--- config.mk ---
export PLATFORM = sky130hd
export DESIGN_NAME = reorder_buffer
export DESIGN_NICKNAME = d
export VERILOG_FILES = /design/src/rtl/tomasulo_pkg.sv /design/src/rtl/rob_oldest_match.sv /design/src/rtl/reorder_buffer.sv
export SDC_FILE = /design/constraint.sdc
export NUM_CORES = 1
export LEC_CHECK = 0
export CAP_MARGIN = 25
export CELL_PAD_IN_SITES_DETAIL_PLACEMENT = 1
export CELL_PAD_IN_SITES_GLOBAL_PLACEMENT = 1
export CORE_UTILIZATION = 52
export CTS_CLUSTER_DIAMETER = 80
export DETAILED_ROUTE_END_ITERATION = 8
export PLACE_DENSITY = 0.89
export SKIP_LAST_GASP = 1
export SYNTH_ARGS = -nofsm -noshare
export SYNTH_HDL_FRONTEND = slang
export SYNTH_SLANG_ARGS = --single-unit
--- constraint.sdc ---
create_clock -name clock -period 11.79 [get_ports clock]
set_input_delay 1.179 -clock clock [delete_from_list [all_inputs] [get_ports clock]]
set_output_delay 1.179 -clock clock [all_outputs]
set_load 0.1 [all_outputs]
--- src/rtl/tomasulo_pkg.sv ---
// Shared Tomasulo definitions: CDB field layout, one-hot register codes,
// unit encodings and the reorder-buffer entry record.
package tomasulo_pkg;

  localparam int DEST_HI    = 15;
  localparam int DEST_LO    = 13;
  localparam int POS_HI     = 12;
  localparam int POS_LO     = 11;
  localparam int UNIT_BIT   = 10;
  localparam int DATA_HI    = 9;
  localparam int CDB_DATA_W = DATA_HI + 1;

  localparam logic [2:0] REG_R0   = 3'b100;
  localparam logic [2:0] REG_R1   = 3'b010;
  localparam logic [2:0] REG_R2   = 3'b001;
  localparam logic [2:0] REG_NONE = 3'b000;

  localparam logic UNIT_ULA  = 1'b1;
  localparam logic UNIT_LDSD = 1'b0;

  typedef struct packed {
    logic                  busy;
    logic                  done;
    logic [2:0]            rs_tag;
    logic [2:0]            dest;
    logic [CDB_DATA_W-1:0] data;
  } rob_entry_t;

endpackage

--- src/rtl/rob_oldest_match.sv ---
// Rotate-priority encoder: finds the matching entry closest to head,
// walking forward from head in program order.
module rob_oldest_match #(
  parameter int DEPTH = 8,
  parameter int IDX_W = 3
) (
  input  logic [DEPTH-1:0] match,
  input  logic [IDX_W-1:0] head,
  output logic             found,
  output logic [IDX_W-1:0] idx
);

  logic [IDX_W-1:0] pos;

  // Scan youngest-to-oldest so the last hit written is the oldest one.
  always_comb begin
    found = 1'b0;
    idx   = '0;
    pos   = '0;
    for (int k = DEPTH - 1; k >= 0; k--) begin
      pos = head + IDX_W'(k);
      if (match[pos]) begin
        found = 1'b1;
        idx   = pos;
      end
    end
  end

endmodule

--- src/rtl/reorder_buffer.sv ---
// In-order commit stage behind the CDB: allocates in program order, captures
// CDB results, retires one entry per cycle. ROB_FLUSH_EN adds a 'flush' input.
module reorder_buffer
  import tomasulo_pkg::*;
#(
  parameter int DEPTH  = 8,
  parameter int IDX_W  = 3,
  parameter int DATA_W = 10
) (
  input  logic              clock,
  input  logic              reset,
  input  logic              issue_valid,
  input  logic [2:0]        issue_rs_tag,
  input  logic [2:0]        issue_dest,
  output logic              issue_ready,
  output logic [IDX_W-1:0]  issue_idx,
  input  logic [15:0]       cdb,
`ifdef ROB_FLUSH_EN
  input  logic              flush,
`endif
  output logic              commit_valid,
  output logic [2:0]        commit_dest,
  output logic [DATA_W-1:0] commit_data,
  output logic [IDX_W-1:0]  commit_idx,
  output logic [IDX_W:0]    count,
  output logic              full,
  output logic              empty
);

  rob_entry_t rob [DEPTH];

  logic [IDX_W-1:0]      head;
  logic [IDX_W-1:0]      tail;
  logic                  cdb_valid;
  logic [2:0]            cdb_tag;
  logic [CDB_DATA_W-1:0] cdb_data;
  logic [DEPTH-1:0]      match;
  logic                  older_found;
  logic [IDX_W-1:0]      older_idx;
  logic                  do_alloc;
  logic                  new_pending;
  logic                  new_capture;
  logic                  do_commit;
  logic                  flush_req;
  logic [IDX_W:0]        count_next;

`ifdef ROB_FLUSH_EN
  assign flush_req = flush;
`else
  assign flush_req = 1'b0;
`endif

  assign cdb_valid = |cdb[DEST_HI:DEST_LO];
  assign cdb_tag   = {cdb[UNIT_BIT], cdb[POS_HI:POS_LO]};
  assign cdb_data  = cdb[DATA_HI:0];

  always_comb begin
    match = '0;
    for (int i = 0; i < DEPTH; i++) begin
      match[i] = cdb_valid && rob[i].busy && !rob[i].done && (rob[i].rs_tag == cdb_tag);
    end
  end

  rob_oldest_match #(
    .DEPTH (DEPTH),
    .IDX_W (IDX_W)
  ) u_oldest (
    .match (match),
    .head  (head),
    .found (older_found),
    .idx   (older_idx)
  );

  assign issue_ready = !full;
  assign issue_idx   = tail;
  assign do_alloc    = issue_valid && !full;
  assign do_commit   = rob[head].busy && rob[head].done;
  assign new_pending = (issue_dest != REG_NONE);
  // A freshly issued entry may take the broadcast only if nothing older wants it.
  assign new_capture = do_alloc && new_pending && cdb_valid &&
                       (issue_rs_tag == cdb_tag) && !older_found;
  assign count_next  = count + {{IDX_W{1'b0}}, do_alloc} - {{IDX_W{1'b0}}, do_commit};

  always_ff @(posedge clock or negedge reset) begin
    if (!reset) begin
      for (int i = 0; i < DEPTH; i++) rob[i] <= '0;
      head         <= '0;
      tail         <= '0;
      count        <= '0;
      full         <= 1'b0;
      empty        <= 1'b1;
      commit_valid <= 1'b0;
      commit_dest  <= '0;
      commit_data  <= '0;
      commit_idx   <= '0;
    end else if (flush_req) begin
      for (int i = 0; i < DEPTH; i++) begin
        rob[i].busy <= 1'b0;
        rob[i].done <= 1'b0;
      end
      head         <= '0;
      tail         <= '0;
      count        <= '0;
      full         <= 1'b0;
      empty        <= 1'b1;
      commit_valid <= 1'b0;
    end else begin
      commit_valid <= do_commit;
      if (do_commit) begin
        commit_dest     <= rob[head].dest;
        commit_data     <= DATA_W'(rob[head].data);
        commit_idx      <= head;
        rob[head].busy  <= 1'b0;
        rob[head].done  <= 1'b0;
        head            <= head + 1'b1;
      end
      if (older_found) begin
        rob[older_idx].done <= 1'b1;
        rob[older_idx].data <= cdb_data;
      end
      if (do_alloc) begin
        rob[tail] <= '{busy:   1'b1,
                       done:   !new_pending || new_capture,
                       rs_tag: issue_rs_tag,
                       dest:   issue_dest,
                       data:   new_capture ? cdb_data : '0};
        tail <= tail + 1'b1;
      end
      count <= count_next;
      full  <= (count_next == (IDX_W+1)'(DEPTH));
      empty <= (count_next == '0);
    end
  end

endmodule
Word level (Yosys, flattened, before mapping)
Cells that the tools add are included.

Word-level logic and storage cells: 188. Register bits after elaboration: 173. Output and inout port bits: 27. Input bits: 25.

Eq/ne operators: 10. Multiplexer cells: 54. Reductions and logical operators: 48. Magnitude comparators: 14. $add $sub $neg: 10. Bitwise logic cells: 3.

Operators by type and width (number): 144-bit bitwise mux (5); 144-bit two-way mux (3); 18-bit demux with 3-bit select (5); 18-bit two-way mux (4); 18-bit binary-select mux with 3-bit select (1); 17-bit two-way mux (2); 1-bit logical AND (33); 3-bit by 4-bit less-than comparator with 1-bit output (second input constant) (8); 3-bit equality test (9); 1-bit binary-select mux with 3-bit select (8); 3-bit two-way mux (8); 10-bit two-way mux (2); 1-bit two-way mux (16); 3-bit adder (second input constant) (4); 4-bit greater-or-equal comparator (second input constant) (3); 4-bit by 1-bit less-than comparator with 1-bit output (second input constant) (3); 3-bit inverter with 4-bit output (3); 1-bit zero test (11); 3-bit by 1-bit adder with 3-bit output (second input constant) (2); 3-bit by 2-bit adder with 3-bit output (second input constant) (2); 4-bit by 1-bit adder with 4-bit output (1); 4-bit equality test (second input constant) (1); 4-bit zero test (1); 4-bit by 1-bit subtractor with 4-bit output (1); other kinds (3) (3).

Depth between registers and ports, before layout
Gate-level depths: netlist of the first run.

Depth after elaboration: 24. Depth in mapped cells: 15. Depth with buffers taken out: 11.

By module
Synthesis of the first run repeated with hierarchy kept, for this count alone.

Cell total of the unflattened synthesis: 761. Area total of the unflattened synthesis: 9049.9 sq um.

Modules (own cells, without submodules): reorder_buffer (area each 8267.9 sq um, times used 1, seq. area each 4330.4 sq um, cells an instance 671); rob_oldest_match (area each 782.0 sq um, times used 1, seq. area each 0.0 sq um, cells an instance 90).

Least setup slack after synthesis of the first run
No wires, ideal clock.

Kind: input -> register. Start: input cdb[12]. End: register rob[55] in the netlist's numbering. Setup slack: 7.462 ns. Library setup time: 0.121 ns. Buffers on the path: 2. Arrival time: 4.207 ns. Data required time: 11.669 ns. Stages: 12. Cell sequence: buf_2 > xor2_1 > or4_4 > mux4_2 > o22ai_2 > mux2i_1 > nor3_2 > a211o_1 > a21oi_1 > a21oi_1 > clkbuf_1 > a22o_1.

Longest elaborated chain between the ends: 21. Elaborated cells on any way between the ends: 65. Those cells by class: order compare (2); eq/ne (9); mux (41); bitwise (1); reduce/logical (12).

RTL lines: start: declaration (RTL line reorder_buffer.sv:17) `input logic [15:0] cdb,`; 3-bit equality test (RTL line reorder_buffer.sv:60) `match[i] = cdb_valid && rob[i].busy && !rob[i].done && (rob[i].rs_tag == cdb_tag);`; 1-bit logical AND (RTL line reorder_buffer.sv:60); 1-bit binary-select mux with 3-bit select (RTL line rob_oldest_match.sv:22) `if (match[pos]) begin`; 1-bit two-way mux (implied by the code) (RTL line rob_oldest_match.sv:22); 3-bit two-way mux (8 in a row) (RTL line rob_oldest_match.sv:22); 3-bit inverter with 4-bit output (implied by the code) (RTL line reorder_buffer.sv:118, reorder_buffer.sv:119); 4-bit greater-or-equal comparator (implied by the code) or 4-bit by 1-bit less-than comparator with 1-bit output (tied branches) (RTL line reorder_buffer.sv:119) `rob[older_idx].data <= cdb_data;`; 1-bit logical AND (implied by the code) (RTL line reorder_buffer.sv:119); 10-bit two-way mux (implied by the code) (RTL line reorder_buffer.sv:119); 18-bit demux with 3-bit select (RTL line reorder_buffer.sv:119); 144-bit bitwise mux (RTL line reorder_buffer.sv:119); 144-bit two-way mux (RTL line reorder_buffer.sv:117) `if (older_found) begin`; 144-bit bitwise mux (RTL line reorder_buffer.sv:122) `rob[tail] <= '{busy: 1'b1,`; 144-bit two-way mux (*) (RTL line reorder_buffer.sv:121) `if (do_alloc) begin`; end signal: indexed assignment (RTL line reorder_buffer.sv:122); end: declaration (RTL line reorder_buffer.sv:30) `rob_entry_t rob [DEPTH];`.

Mark *: on every way between the ends. The rest lies on a longest branch, timed or not. The select of a mux whose other input is x is not followed. A chain may end at the register's enable or synchronous reset.

Worst setup path after layout of the first run
Start: register head[0]. End: register rob[117] in the netlist's numbering.

Longest elaborated chain between the ends: 20. Elaborated cells on any way between the ends: 64. Those cells by class: add/sub (7); order compare (2); mux (49); bitwise (2); reduce/logical (4).

RTL lines: start: declaration (RTL line reorder_buffer.sv:32) `logic [IDX_W-1:0] head;`; start signal: assignment (RTL line reorder_buffer.sv:115) `head <= head + 1'b1;`; 3-bit adder (RTL line rob_oldest_match.sv:21) `pos = head + IDX_W'(k);`; 1-bit binary-select mux with 3-bit select (RTL line rob_oldest_match.sv:22); 1-bit two-way mux (implied by the code) (RTL line rob_oldest_match.sv:22); 3-bit two-way mux (8 in a row) (RTL line rob_oldest_match.sv:22); 3-bit inverter with 4-bit output (implied by the code) (RTL line reorder_buffer.sv:118, reorder_buffer.sv:119); 4-bit greater-or-equal comparator (implied by the code) or 4-bit by 1-bit less-than comparator with 1-bit output (tied branches) (RTL line reorder_buffer.sv:119); 1-bit logical AND (implied by the code) (RTL line reorder_buffer.sv:119); 10-bit two-way mux (implied by the code) (RTL line reorder_buffer.sv:119); 18-bit demux with 3-bit select (RTL line reorder_buffer.sv:119); 144-bit bitwise mux (RTL line reorder_buffer.sv:119); 144-bit two-way mux (RTL line reorder_buffer.sv:117); 144-bit bitwise mux (RTL line reorder_buffer.sv:122); 144-bit two-way mux (*) (RTL line reorder_buffer.sv:121).

Marks and branches as above.

==> results.cfg, run 1 <==
[run_status]
status = complete, no violations

[timing]
relSlewSlack = 0.2771
setup_viol = 0
slew_viol_final = 0
clock.fmax_mhz = 172.2
post-route-period-util = 0.4925
rsz0062_at_grt = no
period_needed_ns = 5.807
timing.setup.tns_ns = 0
hold_slack_ns = 0.4978
worst_pin_slew_ns = 1.057
hold_violations = 0
clock_skew_ns = 0.007197

[cells_and_area]
drive_above_1_share = 0.1711
syn2layout_area_growth_pct = 14.53
nets = 890
n_antenna_cell = 0
fillers = 1773

[yosys]
ys_seq_area_frac = 0.4737
synth.most_common_cell = dfrtp_1
synth_edf_count = 0
synth.avg_cell_area_um2 = 11.07
synth_top_area_frac = 0.4708
yosys_warnings = 0
netlist_top_cells_count = dfrtp_1, nand2_1, a22o_1, clkbuf_1, mux2_2
synthTopCellsByArea = dfrtp_1, mux4_2, nand2_1
synthArstFlopShare = 1.000
syn-cell-area_mm2 = 0.009143
syn_inst = 826
synth_ff_type = dfrtp_1
syn-num-nets = 863
yosys.area.top_type = dfrtp_1
ys_ff_latch = 173
synth_cell_type_count = 76

[drt]
drcViolationCount = 0
drtAntennaViolNets = 0
wire_per_inst_um = 28.40
routed_via_density = 7.039
drt_iter0_drc = 817
via_count = 7673
wl_um = 30960
drtPass1Iterations = 5

[hold_path]
whs_path_depth = 1
worstHoldStart = rob[133]$_DFF_PN0_
whs_endpoint = rob[133]$_DFF_PN0_
hold_class = reg2reg

[setup_path]
critical_path_class = reg2reg
crit_fanout = 57
rrSetupSlack_ns = 5.98
r2r-end = rob[117]$_DFF_PN0_
slowest_stage = ha_1
worstPathArrival_ns = 6.13
cp-start-kind = register
critPathRequiredTime_ns = 12.11
r2r-start = head[0]$_DFFE_PN0P_
ff2ff_path_depth = 12
path_cells = buf_4 -> inv_1 -> ha_1 -> clkinv_1 -> mux4_2 -> o22ai_2 -> a31oi_1 -> o21ai_0 -> and3_1 -> or2_1 -> nand3_1 -> a32o_1
startpoint = head[0]$_DFFE_PN0P_
end_kind = register
critPathMaxStageDelay_ns = 0.75

[flow_run]
max_cap_viol_count = 0

[cts]
clock-sinks = 173
cts_max_level = 4
cts.path.max_buffers = 2
cts-root-buf = clkbuf_16
clkSlewWorstSetupHoldPaths_ns = 0.07
cts_tree = yes
clock_latency_ns = 0.45
cts_resized = 0
cts_setup_buffers = 0
cts_buffers = 17
cts-hold-fix-buffers = 0

[floorplanning]
ioPinCount = 52
core_mm2 = 0.01724
start_util = 0.5304
die-area_mm2 = 0.01812
die_x_um = 134.6
fp.dieH_um = 134.6
rows = 48

[place]
dp_hpwl_um = 19740
gp_congestion = 0.8897
io_buffers = 51

[grt]
antenna_found_initial = 0
grt_pass1_wl_um = 48960
grt_pass1_vias = 8207
grt_overflow = 0
grt_usage = 0.3628
grt_max_degree = 98
-- worst max-delay path, delay by kind of cell (launching register included) --
kind | cells | cell delay [ns]
flops | 1 | 0.35
buf+inv | 3 | 1.60
simple gates | 3 | 1.27
compound gates | 4 | 1.06
mux | 1 | 0.60
fa+ha+maj | 1 | 0.75
-- cell usage in the layout (no fill, tap or decap), types with 12 or more instances in the layout --
cell type / netlist / final
mux2_2: 35 / 35
a21oi_1: 17 / 16
nor2_1: 30 / 30
mux4_2: 28 / 28
xor2_1: 12 / 12
clkdlybuf4s50_1: 0 / 50
buf_4: 2 / 18
xnor2_1: 24 / 24
dfrtp_1: 172 / 170
nand4_1: 14 / 14
nand2_1: 135 / 135
nor3_1: 20 / 19
a22o_1: 41 / 41
a31oi_1: 17 / 17
inv_1: 18 / 18
clkbuf_16: 0 / 17
a32o_1: 30 / 30
-- stage by stage --
stage | instance area [µm²] | instances | utilization | setup WS [ns]
after floorplan | 9143 | 826 | - | 7.462
after CTS | 10440 | 1088 | 0.6055 | 6.139
after detailed placement | 9846 | 1057 | 0.5712 | 6.092
after global routing | 10470 | 1090 | 0.6075 | 5.695
after global placement | 9831 | 1055 | 0.5703 | 6.097
final | 10470 | 1090 | 0.6075 | 5.983
-- sequential cells by signal, indices dropped and copies added, names as in the netlist --
register / flops
rob: 144
commit_data: 10
count: 4
commit_dest: 3
commit_idx: 3
head: 3
issue_idx: 3
commit_valid: 1
empty: 1
full: 1
-- worst max-delay path by stage --
stage,slack [ns],end,cells past startpoint
2_1_floorplan,7.46,rob[55]$_DFF_PN0_,12
3_3_place_gp,6.10,rob[16]$_DFF_PN0_,11
3_5_place_dp,6.09,rob[117]$_DFF_PN0_,11
4_1_cts,6.14,rob[117]$_DFF_PN0_,12
5_1_grt,5.70,rob[117]$_DFF_PN0_,12
6_report,5.98,rob[117]$_DFF_PN0_,12
-- metal layers --
layer | global-route usage | up-vias | share of wire
met1 | 0.4654 | 4046 | 0.40
met2 | 0.5944 | 410 | 0.49
met3 | 0.07282 | 106 | 0.066
li1 | - | 3111 | -
met5 | 0 | - | 0
met4 | 0.1685 | 0 | 0.037
-- kinds of logic after synthesis --
group                    after synthesis  synth area share
AND/OR/NAND/NOR                      264            0.1363
AO/OA/AOI/OAI                        186            0.1819
flip-flops                           173            0.4737
buffers and inverters                 84           0.03558
multiplexers                          71            0.1208
XOR/XNOR                              36           0.03449
adder cells (fa/ha/maj)               12           0.01724
-- final cells by class --
class,instances,area (µm²),share of cell area
inverter,22,82.58,0.007886
timing repair buffer,70,674.4,0.06440
tap,225,281.5,0.02688
multi-input combinational,569,4509,0.4306
sequential,173,4333,0.4138
clock inverter,10,130.1,0.01243
clock buffer,21,460.4,0.04397
Power of run 1 is left out: the tool's default activity adds up to more than one toggle a clock period on the data nets, which glitch-free logic cannot reach.
==> run 2, diff against run 1 <==
- CORE_UTILIZATION: 52 -> 48
- PLACE_DENSITY: 0.89 -> 0.84
- clock period: 11.79 -> 6.1 ns (I/O delays scaled with it)
==> results.cfg, run 2 (synthesis gave the netlist of run 1 again) <==
[grt]
antenna_found_initial = 0
grt_usage = 0.3062
grt_overflow = 0
grt_pass1_vias = 7943
grt_max_degree = 107
grt_pass1_wl_um = 45470

[hold_path]
whs_path_depth = 2
hold_class = reg2reg
worstHoldStart = rob[84]$_DFFE_PN0P_

[timing]
setup_viol = 0
worst_pin_slew_ns = 0.9935
hold_violations = 0
timing.setup.tns_ns = 0
slew_viol_final = 0
post-route-period-util = 0.7890
clock.fmax_mhz = 207.8
rsz0062_at_grt = no
relSlewSlack = 0.3356
period_needed_ns = 4.813
clock_skew_ns = 0.01359

[floorplanning]
die_x_um = 140.0
die-area_mm2 = 0.01960
rows = 50
start_util = 0.4888
ioPinCount = 52
fp.dieH_um = 140.0
core_mm2 = 0.01871

[drt]
drtPass1Iterations = 5
drcViolationCount = 0
via_count = 7331
wire_per_inst_um = 26.03
drt_iter0_drc = 578
wl_um = 28740
drtAntennaViolNets = 0
routed_via_density = 6.640

[cells_and_area]
drive_above_1_share = 0.1749
top_regs = rob x144, commit_data x10, count x4
top_register = rob
nets = 893
layout_commonest_cell = dfrtp_1
fillers = 1929
seq_area_mm2 = 0.004333
most-common-layout-cells = dfrtp_1, nand2_1, clkdlybuf4s50_1
syn2layout_area_growth_pct = 14.62
largest_reg_flops = 144
fin_cells = 1104
multi_input_area_mm2 = 0.004504

[setup_path]
path_depth = 11
ff2ff_path_depth = 11
worstPathArrival_ns = 5.14
crit_fanout = 13
critical_path_class = reg2reg
critPathRequiredTime_ns = 6.43
end_kind = register
r2r-start = head[0]$_DFFE_PN0P_
path_cells = inv_1 -> ha_1 -> clkinv_1 -> mux4_2 -> o22ai_2 -> a31oi_1 -> o21ai_0 -> and3_1 -> or2_1 -> nand3_1 -> a32o_1
startpoint = head[0]$_DFFE_PN0P_
slowest_stage = mux4_2
critPathMaxStageDelay_ns = 0.60
cp-start-kind = register
critical-path-top-delay-family = simple AND/OR/NAND/NOR gates
crit_buf_inv = 2

[cts]
cts_buffers = 17
clkSlewWorstSetupHoldPaths_ns = 0.07
cts-root-buf = clkbuf_16
cts_resized = 0
clock_latency_ns = 0.45
cts_setup_buffers = 0
clock-sinks = 173
cts_max_level = 4
cts_tree = yes
cts.path.max_buffers = 2

[place]
gp_congestion = 0.9635
place_inst = 1069
io_buffers = 51
dp_hpwl_um = 19030

[flow_run]
max_cap_viol_count = 0

[run_status]
status = complete, no violations
[run 2: per-layer routing]
layer	wire, µm	track usage	vias to the layer above
met2	14270	0.5108	302
met3	1639	0.05436	68
met5	0	0	-
met4	796	0.1186	0
met1	12030	0.3984	3827
li1	-	-	3134
[run 2: final timing paths]
kind | endpoint | slack, ns
max in group asynchronous | rob[67]$_DFFE_PN0P_ | 3.95
setup reg to reg | rob[80]$_DFF_PN0_ | 1.29
hold reg to reg | rob[84]$_DFFE_PN0P_ | 0.49
hold / removal | rob[84]$_DFFE_PN0P_ | 0.49
setup / recovery | rob[80]$_DFF_PN0_ | 1.29
min in group asynchronous | rob[22]$_DFF_PN0_ | 0.50
[run 2: through the flow]
step	setup WS, ns	hold slack (ns)	instance area, µm²	utilization
final	1.287	0.4866	10480	0.5602
after global routing	1.037	0.5068	10480	0.5601
after CTS	1.316	0.3347	10440	0.5581
after detailed placement	0.9245	0.4658	9874	0.5279
after global placement	1.007	0.4521	9859	0.5271
after floorplan	2.205	0.3144	9143	-
[run 2: layout make-up]
class,instances,share of cell area
tap,234,0.02794
clock buffer,18,0.04191
timing repair buffer,73,0.06675
inverter,22,0.007881
sequential,173,0.4135
multi-input combinational,569,0.4299
clock inverter,14,0.01194
antenna,1,0.0002388
[run 2: worst min-delay path, cell delays in order, from the launching register on]
cell and delay [ns]:
dfrtp_1 0.34, nand2_1 0.05, nand2_1 0.06
[run 2: what timing repair did]
item / CTS / global route
endpoints found under the hold margin: 0 / 4
hold buffers: 0 / 1
setup endpoints to repair: 0 / 0
Power of run 2 is left out for the same reason.
==> run 3, diff against run 2 <==
- CORE_UTILIZATION: 48 -> 44
- PLACE_DENSITY: 0.84 -> 0.81
- clock period: 6.1 -> 4.2 ns (I/O delays scaled with it)
==> results.cfg, run 3 (synthesis gave the netlist of run 1 again) <==
[cts]
cts_max_level = 4
cts_buffers = 17
cts-root-buf = clkbuf_16
clkSlewWorstSetupHoldPaths_ns = 0.08
cts_tree = yes
clock_latency_ns = 0.45
cts_setup_buffers = 0
clock-sinks = 173
cts.path.max_buffers = 2

[setup_path]
crit_fanout = 10
critical_path_class = reg2reg
ff2ff_path_depth = 11
worstPathArrival_ns = 4.32
end_kind = register
critPathRequiredTime_ns = 4.56
cp-start-kind = register

[timing]
clock.fmax_mhz = 252.6
post-route-period-util = 0.9425
clock_skew_ns = 0.01468
slew_viol_final = 0
rsz0062_at_grt = no
hold_violations = 0
hold_slack_ns = 0.4336
relSlewSlack = 0.3267
period_needed_ns = 3.959
setup_viol = 0
worst_pin_slew_ns = 1.007

[cells_and_area]
multi_input_area_mm2 = 0.004509
nets = 934
largest_reg_flops = 144
most-common-layout-cells = dfrtp_1, nand2_1, buf_4
n_antenna_cell = 0
drive_above_1_share = 0.2132
top_regs = rob x144, commit_data x10, count x4
fin_util = 0.5412
top_register = rob
syn2layout_area_growth_pct = 20.17
layout_commonest_cell = dfrtp_1
seq_area_mm2 = 0.004333
fillers = 2143

[drt]
wire_per_inst_um = 24.93
via_count = 7542
drtPass1Iterations = 5
drcViolationCount = 0
drtAntennaViolNets = 0
routed_via_density = 6.392
drt_iter0_drc = 643
wl_um = 29420

[hold_path]
hold_class = in2async

[floorplanning]
die-area_mm2 = 0.02136
ioPinCount = 52
core_mm2 = 0.02030
rows = 52
start_util = 0.4504
die_x_um = 146.1
fp.dieH_um = 146.1

[grt]
grt_pass1_vias = 8160
grt_usage = 0.2924
grt_max_degree = 109
antenna_found_initial = 0
grt_pass1_wl_um = 47450
grt_overflow = 0

[place]
dp_hpwl_um = 18970
gp_congestion = 0.8757
io_buffers = 51

[flow_run]
max_cap_viol_count = 0

[run_status]
status = complete, no violations
[run 3: cell types whose count changed in the layout (fill, tap and decap cells not counted), sizes merged]
| cell | delta |
|---|---|
| inv | +2 |
| clkinv | +1 |
| clkbuf | -1 |
| clkinvlp | -2 |
| diode | -1 |
| buf | +41 |
[run 3: final timing paths]
kind,to,from,slack (ns)
worst min-delay path,commit_data[3]$_DFFE_PN0P_,reset,0.43
worst max register to register,rob[128]$_DFF_PN0_,head[1]$_DFFE_PN0P_,0.24
worst min register to register,rob[84]$_DFFE_PN0P_,rob[84]$_DFFE_PN0P_,0.49
worst max-delay path,rob[128]$_DFF_PN0_,head[1]$_DFFE_PN0P_,0.24
max in group asynchronous,empty$_DFF_PN1_,reset,3.03
min in group clock,rob[84]$_DFFE_PN0P_,rob[84]$_DFFE_PN0P_,0.49
[run 3: layout make-up]
class                           instances  share of cell area
Tap cell                              270             0.03075
Clock buffer                           17             0.03872
Timing Repair Buffer                  114             0.09965
Sequential cell                       173              0.3944
Clock inverter                         15             0.01856
Multi-Input combinational cell        569              0.4104
Inverter                               22            0.007516
[run 3: what timing repair did]
item,in CTS,in global routing
hold endpoints to repair,0,36
endpoints found under the setup margin,0,0
hold buffers,0,1
gates resized for setup,0,0
[run 3: stage by stage]
stage / TNS [ns] / worst slack [ns] / instances / area, µm²
CTS: 0 / 0.2896 / 1178 / 10950
global route: 0 / 0.0001208 / 1180 / 10990
finish: 0 / 0.2413 / 1180 / 10990
floorplan: 0 / 0.3046 / 826 / 9143
detailed placement: -1.887 / -0.08826 / 1146 / 10320
global placement: 0 / 0.05865 / 1146 / 10320
[run 3: critical path, stage by stage, from the launching register on]
cell and delay (ns):
dfrtp_2 0.38, clkinv_1 0.23, ha_1 0.40, clkinv_1 0.29, mux4_2 0.51, o22ai_2 0.13
or2_2 0.33, o31ai_1 0.36, a211o_1 0.27, nand2_2 0.18, a21oi_2 0.59, o2bb2ai_1 0.20
[run 3: metal layers]
layer / wire, µm / GRT usage / part of all wire / up-vias
li1: - / - / - / 3212
met1: 12160 / 0.3748 / 0.41 / 3910
met2: 14520 / 0.4826 / 0.49 / 341
met3: 1821 / 0.06219 / 0.062 / 79
met4: 913 / 0.1193 / 0.031 / 0
met5: 0 / 0 / 0 / -
Power of run 3 is left out for the same reason.
